==> config.mk <==
export PLATFORM = sky130hd
export DESIGN_NAME = tt_um_count_monitor_shivam
export DESIGN_NICKNAME = d
export VERILOG_FILES = /design/src/rtl/tt_um_count_monitor_shivam.sv
export SDC_FILE = /design/constraint.sdc
export NUM_CORES = 1
export LEC_CHECK = 0
export ABC_AREA = 0
export CAP_MARGIN = 30
export CELL_PAD_IN_SITES_DETAIL_PLACEMENT = 0
export CELL_PAD_IN_SITES_GLOBAL_PLACEMENT = 1
export CORE_ASPECT_RATIO = 2
export CORE_MARGIN = 2
export CORE_UTILIZATION = 48
export CTS_CLUSTER_SIZE = 20
export DETAILED_ROUTE_END_ITERATION = 8
export DONT_BUFFER_PORTS = 1
export GPL_ROUTABILITY_DRIVEN = 0
export PLACE_DENSITY_LB_ADDON = 0.1
export REMOVE_ABC_BUFFERS = 1
export SLEW_MARGIN = 20
export SYNTH_ARGS = -nofsm -noshare
export SYNTH_HDL_FRONTEND = slang
export SYNTH_SLANG_ARGS = --single-unit
==> constraint.sdc <==
create_clock -name clk -period 5.5 [get_ports clk]
set_input_delay 1.1 -clock clk [delete_from_list [all_inputs] [get_ports clk]]
set_output_delay 1.1 -clock clk [all_outputs]
set_load 0.02 [all_outputs]
==> src/rtl/tt_um_count_monitor_shivam.sv <==
// Count-stream monitor: watches a counter's 8-bit output, classifies every
// step as up/down/hold/jump and keeps lock, run-length, reversal and error
// statistics, exposed through a selectable 8-bit view plus per-step pulses.
//
// state     | meaning
// ----------+--------------------------------------------------------------
// ST_INIT   | no reference value yet; next sample only loads prev
// ST_LOCKED | last step was up/down/hold, stream looks like a counter
// ST_LOST   | last step was a jump, waiting for a well-formed step
module tt_um_count_monitor_shivam (
   input  logic       clk,
   input  logic       rst_n,
   input  logic       ena,
   input  logic [7:0] ui_in,
   input  logic [7:0] uio_in,
   output logic [7:0] uo_out,
   output logic [7:0] uio_out,
   output logic [7:0] uio_oe
);

   typedef enum logic [1:0] {ST_INIT, ST_LOCKED, ST_LOST} state_t;
   typedef enum logic [1:0] {DIR_NONE, DIR_UP, DIR_DOWN} dir_t;
   // Encoding doubles as the pulse bit index (hold, up, down, jump).
   typedef enum logic [1:0] {CLS_HOLD, CLS_UP, CLS_DOWN, CLS_JUMP} cls_t;

   logic       sample_en;
   logic [1:0] view_sel;
   logic       clear;
   logic       unused_uio;

   assign sample_en  = uio_in[0];
   assign view_sel   = uio_in[2:1];
   assign clear      = uio_in[3];
   assign unused_uio = &uio_in[7:4];

   state_t     state_q, state_d;
   dir_t       last_dir_q, last_dir_d;
   cls_t       last_cls_q, last_cls_d;
   logic       last_cls_vld_q, last_cls_vld_d;
   logic [7:0] prev_q, prev_d;
   logic [7:0] err_cnt_q, err_cnt_d;
   logic [7:0] run_len_q, run_len_d;
   logic [7:0] rev_cnt_q, rev_cnt_d;
   logic [3:0] pulse_q, pulse_d;

   logic [7:0] delta;
   cls_t       cls;

   // Step decode from the modular difference; wrap-around is a legal step.
   always_comb begin
      delta = ui_in - prev_q;
      case (delta)
         8'h00:   cls = CLS_HOLD;
         8'h01:   cls = CLS_UP;
         8'hFF:   cls = CLS_DOWN;
         default: cls = CLS_JUMP;
      endcase
   end

   // Next-state, statistics and pulse computation.
   always_comb begin
      state_d        = state_q;
      last_dir_d     = last_dir_q;
      last_cls_d     = last_cls_q;
      last_cls_vld_d = last_cls_vld_q;
      prev_d         = prev_q;
      err_cnt_d      = err_cnt_q;
      run_len_d      = run_len_q;
      rev_cnt_d      = rev_cnt_q;
      pulse_d        = 4'b0000;
      if (ena) begin
         if (clear) begin
            state_d        = ST_INIT;
            last_dir_d     = DIR_NONE;
            last_cls_vld_d = 1'b0;
            err_cnt_d      = 8'h00;
            run_len_d      = 8'h00;
            rev_cnt_d      = 8'h00;
         end else if (sample_en) begin
            prev_d = ui_in;
            if (state_q == ST_INIT) begin
               state_d = ST_LOCKED;
            end else begin
               pulse_d = 4'b0001 << cls;
               if (cls == CLS_JUMP) begin
                  state_d    = ST_LOST;
                  last_dir_d = DIR_NONE;
                  run_len_d  = 8'h00;
                  err_cnt_d  = (err_cnt_q == 8'hFF) ? err_cnt_q : err_cnt_q + 8'd1;
               end else begin
                  state_d        = ST_LOCKED;
                  last_cls_d     = cls;
                  last_cls_vld_d = 1'b1;
                  if (last_cls_vld_q && (last_cls_q == cls))
                     run_len_d = (run_len_q == 8'hFF) ? run_len_q : run_len_q + 8'd1;
                  else
                     run_len_d = 8'h01;
                  if (cls == CLS_UP) begin
                     if (last_dir_q == DIR_DOWN)
                        rev_cnt_d = (rev_cnt_q == 8'hFF) ? rev_cnt_q : rev_cnt_q + 8'd1;
                     last_dir_d = DIR_UP;
                  end else if (cls == CLS_DOWN) begin
                     if (last_dir_q == DIR_UP)
                        rev_cnt_d = (rev_cnt_q == 8'hFF) ? rev_cnt_q : rev_cnt_q + 8'd1;
                     last_dir_d = DIR_DOWN;
                  end
               end
            end
         end
      end
   end

   // Register update with synchronous active-low reset.
   always_ff @(posedge clk) begin
      if (!rst_n) begin
         state_q        <= ST_INIT;
         last_dir_q     <= DIR_NONE;
         last_cls_q     <= CLS_HOLD;
         last_cls_vld_q <= 1'b0;
         prev_q         <= 8'h00;
         err_cnt_q      <= 8'h00;
         run_len_q      <= 8'h00;
         rev_cnt_q      <= 8'h00;
         pulse_q        <= 4'b0000;
      end else begin
         state_q        <= state_d;
         last_dir_q     <= last_dir_d;
         last_cls_q     <= last_cls_d;
         last_cls_vld_q <= last_cls_vld_d;
         prev_q         <= prev_d;
         err_cnt_q      <= err_cnt_d;
         run_len_q      <= run_len_d;
         rev_cnt_q      <= rev_cnt_d;
         pulse_q        <= pulse_d;
      end
   end

   // View mux straight off the registers so view_sel acts in the same cycle.
   always_comb begin
      case (view_sel)
         2'b00:   uo_out = prev_q;
         2'b01:   uo_out = err_cnt_q;
         2'b10:   uo_out = run_len_q;
         default: uo_out = rev_cnt_q;
      endcase
   end

   assign uio_out = {pulse_q, 4'b0000};
   assign uio_oe  = 8'hF0;

endmodule

==> results of run 1 <==
sequential cells by signal (all words and copies together) (netlist names), 2 cells and up:
signal / count
err_cnt_q: 8
last_cls_q: 2
last_dir_q: 2
prev_q: 8
pulse_q: 4
rev_cnt_q: 8
run_len_q: 8
state_q: 2
final timing paths:
path	start	end	slack, ns	cells after the start
max	ui_in[0]	run_len_q[6]$_SDFFE_PN0P_	0.81	16
min	state_q[0]$_SDFFE_PN0P_	state_q[0]$_SDFFE_PN0P_	0.46	2
max reg2reg	prev_q[0]$_SDFFE_PN0P_	run_len_q[6]$_SDFFE_PN0P_	1.26	15
min reg2reg	state_q[0]$_SDFFE_PN0P_	state_q[0]$_SDFFE_PN0P_	0.46	2
power breakdown:
| part | total [uW] | switching, uW | internal (uW) |
|---|---|---|---|
| Sequential | 319 | 3.93 | 315 |
| Clock | 300 | 123 | 177 |
| Combinational | 94.2 | 60.2 | 34.0 |
Yosys cell counts (all sizes together), types with 4 or more instances:
cell / instances / area [um^2]
dfxtp: 43 / 861
nand2: 39 / 146
nor2: 33 / 124
a21oi: 23 / 115
inv: 19 / 71.3
o21ai: 19 / 95.1
buf: 18 / 129
nand3: 16 / 80.1
ha: 15 / 188
xnor2: 10 / 95.1
clkbuf: 9 / 47.6
nand4: 9 / 71.3
mux4: 8 / 180
and3: 7 / 43.8
xor2: 7 / 61.3
nor3: 5 / 25.0
nor4: 5 / 31.3
nor4b: 5 / 50.0
o311ai: 5 / 43.8
a211oi: 4 / 35.0
per-layer routing:
metal / track usage [%] / vias up
li1: - / 1212
met1: 22.8 / 1139
met2: 43.5 / 48
met3: 4.63 / 13
met4: 11.7 / 0
met5: 0 / -
placed cells by master (no fill, tap or decap), types with 3 or more instances in the layout:
master     netlist  final
nand2_1         39     39
nand4_1          8      8
nor2_1          33     33
inv_1           19     19
nor4b_1          4      4
nand2b_1         3      3
nor2b_1          3      3
dfxtp_1         43     43
and3_1           7      7
a211oi_1         3      3
o21ai_0         15     15
nand3b_1         3      3
ha_1            15     15
nor4_1           5      5
nor3_1           5      5
a21oi_1         23     23
mux4_2           8      8
o21ai_1          4      4
clkbuf_16        0      5
o311ai_1         3      3
xor2_1           7      7
xnor2_1          9      9
conb_1           2     12
nand3_1         16     16
through the flow:
| step | instances | worst slack (ns) | power (uW) | hold slack, ns | utilization (%) |
|---|---|---|---|---|---|
| 2_1_floorplan | 331 | 0.957 | 401 | 0.432 | - |
| 3_3_place_gp | 395 | 0.493 | 419 | 0.443 | 48.1 |
| 3_5_place_dp | 396 | 0.496 | 421 | 0.454 | 48.2 |
| 4_1_cts | 403 | 0.804 | 724 | 0.463 | 50.6 |
| 5_1_grt | 403 | 0.325 | 743 | 0.500 | 50.6 |
| 6_report | 403 | 0.807 | 713 | 0.462 | 50.6 |
final cells by class:
| cell class | instances | share of cell area [%] |
|---|---|---|
| Timing Repair Buffer | 2 | 0.498 |
| Inverter | 19 | 2.37 |
| Clock inverter | 1 | 0.166 |
| Clock buffer | 6 | 4.61 |
| Sequential cell | 43 | 28.5 |
| Tap cell | 63 | 2.61 |
| Multi-Input combinational cell | 269 | 61.2 |
worst reg2reg max path, stage by stage, from the launching register on:
cell      delay, ns
dfxtp_1        0.39
ha_1           0.16
inv_1          0.04
fa_1           0.40
a21oi_1        0.34
o21bai_1       0.13
mux2i_1        0.14
or3b_4         0.43
nor3_1         0.25
nand2_1        0.15
ha_1           0.27
or2_2          0.29
o32a_1         0.32
a211oi_2       0.47
o21ai_1        0.14
a211oi_1       0.24
cell families after synthesis:
logic type | after synthesis
AND/OR/NAND/NOR | 140
multiplexers | 10
buffers and inverters | 46
other | 2
XOR/XNOR | 17
AO/OA/AOI/OAI | 74
adder cells (fa/ha/maj) | 16
flip-flops | 43
==> run metrics, run 1 <==
status=finished, final reports clean; sequential fraction of the synthesis area=29.5%; cts repair resizes=0; Clk pin slew, worst setup/hold paths=0.06 ns; WP buf/inv=2; Fin Setup TNS=0 ns; initial antenna violation count=0; post-synth cell types=64; Worst-Skew Late Latency=0.29 ns; antenna cells=0; Fillers=614; first-pass GRT wire length=11.6 mm; Pre-antenna DRT Iters=4; Final Hold Viols=0; Top FF cell, synth=dfxtp_1; hpwl dp=5.62 mm; multi-input logic area=1850 um^2; Synth Register Bits=43; share of layout cells above drive strength 1=9.71%; final layout net count=375; Worst Skew=0.00451 ns; Die Wd=59.1 um; Worst-Margin Slew=0.776 ns; largest family of logic cells by synthesized area=simple AND/OR/NAND/NOR gates; drt drc=0; Site Rows=40; Post-synth EDFFs=0; die height=114 um; final slew viol count=0; Clock Path Buffers=2; crit path launch type=input pin; Post-Synth Adder-Cell Area=7.12%; Placement Cell Area=2870 um^2; crit-path max FO=7; post-synthesis mux area share=6.86%; cells along the critical path=inv_1, ha_1, inv_1, fa_1, a21oi_1, o21bai_1, mux2i_1, or3b_4, nor3_1, nand2_1, ha_1, or2_2, o32a_1, a211oi_2, o21ai_1, a211oi_1; VDD IR-drop max=176 uV; post-CTS setup buffers=0; element type at the critical path end=flop; initial core utilization=49.0%; simple-gate share of the synthesized area=25.0%; ANT nets after route=0; Met1 Routed Length=2.54 mm; Final period util=85.3%; delay-heaviest family, CP=compound AO/OA/AOI/OAI gates; CTS Sinks=43; Layout area overhead=3.39%; via count=2412; final WL=7.15 mm; Post-Syn Area=2920 um^2; PwrDens=237 nW/um^2; Syn. warnings=0; compound-cell area share of the yosys netlist=17.4%; WL/cell=17.7 um; fmax=213 MHz; Async S/R FF share, synth=0%; DRT iter0 DRCs=95; Vias/cell=5.99; RSZ-0062 raised after global routing=no; Post-Syn Instances=348; core area=5960 um^2; # H-tree levels=2; CP Class=in -> reg; Mean Syn Cell Area=8.38 um^2; setup violators final=0; CTS buffer count=5; Critical Path RT=5.70 ns; Tmin final=4.69 ns; port bufs=0; highest routed metal layer=met4; Leak Pwr=0.00108 uW; Clock Tree Root=clkbuf_16; critical path's slowest cell=a211oi_2; IO Pins=43; TritonCTS clock tree=yes; Largest stage delay, worst path=0.47 ns; Post-Synth XOR/XNOR Area=5.36%; Worst Hold Class=reg -> reg; largest net degree at the start of global routing=24; Max Cap Viol=0; Met2 Wirelength=4.07 mm; gr ovfl total=0; data arrival time of the critical path=4.89 ns; WL met3=278 um; Tot GR Track Use=23.2%; register area=861 um^2; DIE AREA=6750 um^2; post-route cell area=3020 um^2; worst relative slew slack=48.2%; number of global-route vias before repair=2354; # hold bufs at CTS=0
Power figures use the tool's default switching activity.
==> run 2, diff against run 1 <==
Settings changed: CAP_MARGIN 30 to not set, RECOVER_POWER set to 100, REMOVE_ABC_BUFFERS 1 to not set.
==> run metrics, run 2 (same netlist as run 1, synthesis figures left out) <==
Worst-Margin Slew=1.08 ns (was 0.776 ns); Final period util=86.7% (was 85.3%); Worst Setup EP=run_len_q[6]$_SDFFE_PN0P_ (unchanged); part of the power in combinational logic=12.7% (was 13.2%); ANT nets after route=0 (unchanged); data arrival time of the critical path=4.96 ns (was 4.89 ns); critical path's slowest cell=or3b_1 (was a211oi_2); Fillers=620 (was 614); drt drc=0 (unchanged); post-CTS setup buffers=0 (unchanged); die height=114 um (unchanged); worst r2r src=prev_q[0]$_SDFFE_PN0P_ (unchanged); clock share of power=44.5% (was 42.1%); worst relative slew slack=27.5% (was 48.2%); RSZ-0062 raised after global routing=no (unchanged); via count=2435 (was 2412); Largest stage delay, worst path=0.49 ns (was 0.47 ns); Critical path origin=ui_in[0] (unchanged); cells along the critical path=inv_1, ha_1, inv_1, fa_1, xor2_1, a311oi_1, o21ai_0, or3b_1, nor3_1, nand2_1, ha_1, nand3b_1, nor4_1, o311ai_0, a211oi_2, o21ai_0, a211oi_1 (was inv_1, ha_1, inv_1, fa_1, a21oi_1, o21bai_1, mux2i_1, or3b_4, nor3_1, nand2_1, ha_1, or2_2, o32a_1, a211oi_2, o21ai_1, a211oi_1); antenna cells=0 (unchanged); hpwl dp=5.61 mm (was 5.62 mm); post-route cell area=3020 um^2 (about the same); commonest non-fill, non-tap cells in the layout=dfxtp_1, nand2_1, nor2_1, a21oi_1, inv_1 (unchanged); fmax=210 MHz (was 213 MHz); IO Pins=43 (unchanged); CTS buffer count=5 (unchanged); Clk pin slew, worst setup/hold paths=0.06 ns (about the same); share of layout cells above drive strength 1=8.24% (was 9.71%); cts repair resizes=0 (unchanged); Critical Path RT=5.70 ns (about the same); multi-input logic area=1840 um^2 (was 1850 um^2); Vias/cell=6.04 (was 5.99); Layout area overhead=3.60% (was 3.39%); Tot GR Track Use=23.4% (was 23.2%); crit path launch type=input pin (unchanged); Site Rows=40 (unchanged); crit-path max FO=7 (unchanged); CP Class=in -> reg (unchanged); number of global-route vias before repair=2407 (was 2354); DRT iter0 DRCs=82 (was 95); initial antenna violation count=0 (unchanged); status=finished, final reports clean (unchanged); Max Cap Viol=0 (unchanged); Placement Cell Area=2870 um^2 (unchanged); final layout net count=375 (unchanged); Pre-antenna DRT Iters=4 (unchanged); Core Util, Final=50.7% (was 50.6%); Clock Tree Root=clkbuf_16 (unchanged); Final Hold Viols=0 (unchanged); first-pass GRT wire length=11.9 mm (was 11.6 mm); TritonCTS clock tree=yes (unchanged); initial core utilization=49.0% (unchanged); Fin Setup TNS=0 ns (unchanged); total power=745 uW (was 713 uW); register area=861 um^2 (unchanged); most common cell after layout, fill and taps aside=dfxtp_1 (unchanged); element type at the critical path end=flop (unchanged); Worst Skew=0.00375 ns (was 0.00451 ns); largest net degree at the start of global routing=24 (unchanged); sw power=184 uW (was 187 uW); Clock Path Buffers=2 (unchanged); Power Internal=561 uW (was 527 uW); gr ovfl total=0 (unchanged); WL/cell=17.8 um (was 17.7 um); WP buf/inv=2 (unchanged); port bufs=0 (unchanged); DIE AREA=6750 um^2 (unchanged); delay-heaviest family, CP=compound AO/OA/AOI/OAI gates (unchanged); Reg2Reg Depth=16 (was 15); Seq pwr share=42.8% (was 44.7%); # hold bufs at CTS=0 (unchanged); reg-to-reg endpoint=run_len_q[6]$_SDFFE_PN0P_ (unchanged); Tmin final=4.77 ns (was 4.69 ns); VDD IR-drop max=254 uV (was 176 uV); Worst path depth=17 (was 16); Sw Ratio=24.7% (was 26.2%); Worst Hold Class=reg -> reg (unchanged); flop2flop setup slack=1.18 ns (was 1.26 ns); final slew viol count=0 (unchanged); Die Wd=59.1 um (unchanged); Worst-Skew Late Latency=0.29 ns (about the same); PwrDens=246 nW/um^2 (was 237 nW/um^2); core area=5960 um^2 (unchanged); setup violators final=0 (unchanged); Leak Pwr=0.00109 uW (was 0.00108 uW); # H-tree levels=2 (unchanged); final WL=7.17 mm (was 7.15 mm); CTS Sinks=43 (unchanged)
==> run 2: worst register-to-register path, cell delays in order (launching register included) <==
cell      delay (ns)
dfxtp_1         0.40
ha_1            0.17
inv_1           0.05
fa_1            0.39
xor2_1          0.19
a311oi_1        0.23
o21ai_0         0.11
or3b_1          0.49
nor3_1          0.28
nand2_1         0.16
ha_1            0.27
nand3b_1        0.17
nor4_1          0.19
o311ai_0        0.25
a211oi_2        0.48
o21ai_0         0.17
a211oi_1        0.24
==> run 2: layer usage <==
layer / vias up / track usage (%) / part of all wire [%]
li1: 1207 / - / -
met5: - / 0 / 0
met4: 0 / 12.1 / 3.8
met1: 1160 / 23.8 / 37
met2: 53 / 43.3 / 56
met3: 15 / 3.73 / 3.0
==> run 2: how the worst min path moves through the flow <==
stage                                  startpoint                 endpoint  depth (start not counted)  slack, ns
after floorplan           state_q[0]$_SDFFE_PN0P_  state_q[0]$_SDFFE_PN0P_                          2       0.43
after global placement    state_q[0]$_SDFFE_PN0P_  state_q[0]$_SDFFE_PN0P_                          2       0.44
after detailed placement  state_q[0]$_SDFFE_PN0P_  state_q[0]$_SDFFE_PN0P_                          2       0.44
after CTS                 state_q[0]$_SDFFE_PN0P_  state_q[0]$_SDFFE_PN0P_                          2       0.45
after global routing       prev_q[4]$_SDFFE_PN0P_   prev_q[4]$_SDFFE_PN0P_                          2       0.49
final                     state_q[0]$_SDFFE_PN0P_  state_q[0]$_SDFFE_PN0P_                          2       0.46
==> run 2: stage by stage <==
stage | instances | setup slack, ns | hold WS [ns]
floorplan | 358 | 0.959 | 0.432
global route | 403 | 0.201 | 0.492
detailed placement | 396 | 0.510 | 0.444
global placement | 396 | 0.539 | 0.440
CTS | 403 | 0.819 | 0.454
finish | 403 | 0.733 | 0.455
==> run 2: cell type report <==
type	instances	share of cell area [%]
Clock buffer	6	4.27
Clock inverter	1	0.994
Inverter	19	2.36
Multi-Input combinational cell	269	60.8
Sequential cell	43	28.5
Tap cell	63	2.61
Timing Repair Buffer	2	0.497
==> run 2: power by group through the flow <==
stage | clock network, uW | logic (uW) | registers [uW]
after floorplan | 0 | 90.5 | 325
after global placement | 0 | 95.0 | 326
after detailed placement | 0 | 95.8 | 326
after CTS | 338 | 95.9 | 319
after global routing | 350 | 105 | 319
final | 331 | 94.6 | 319
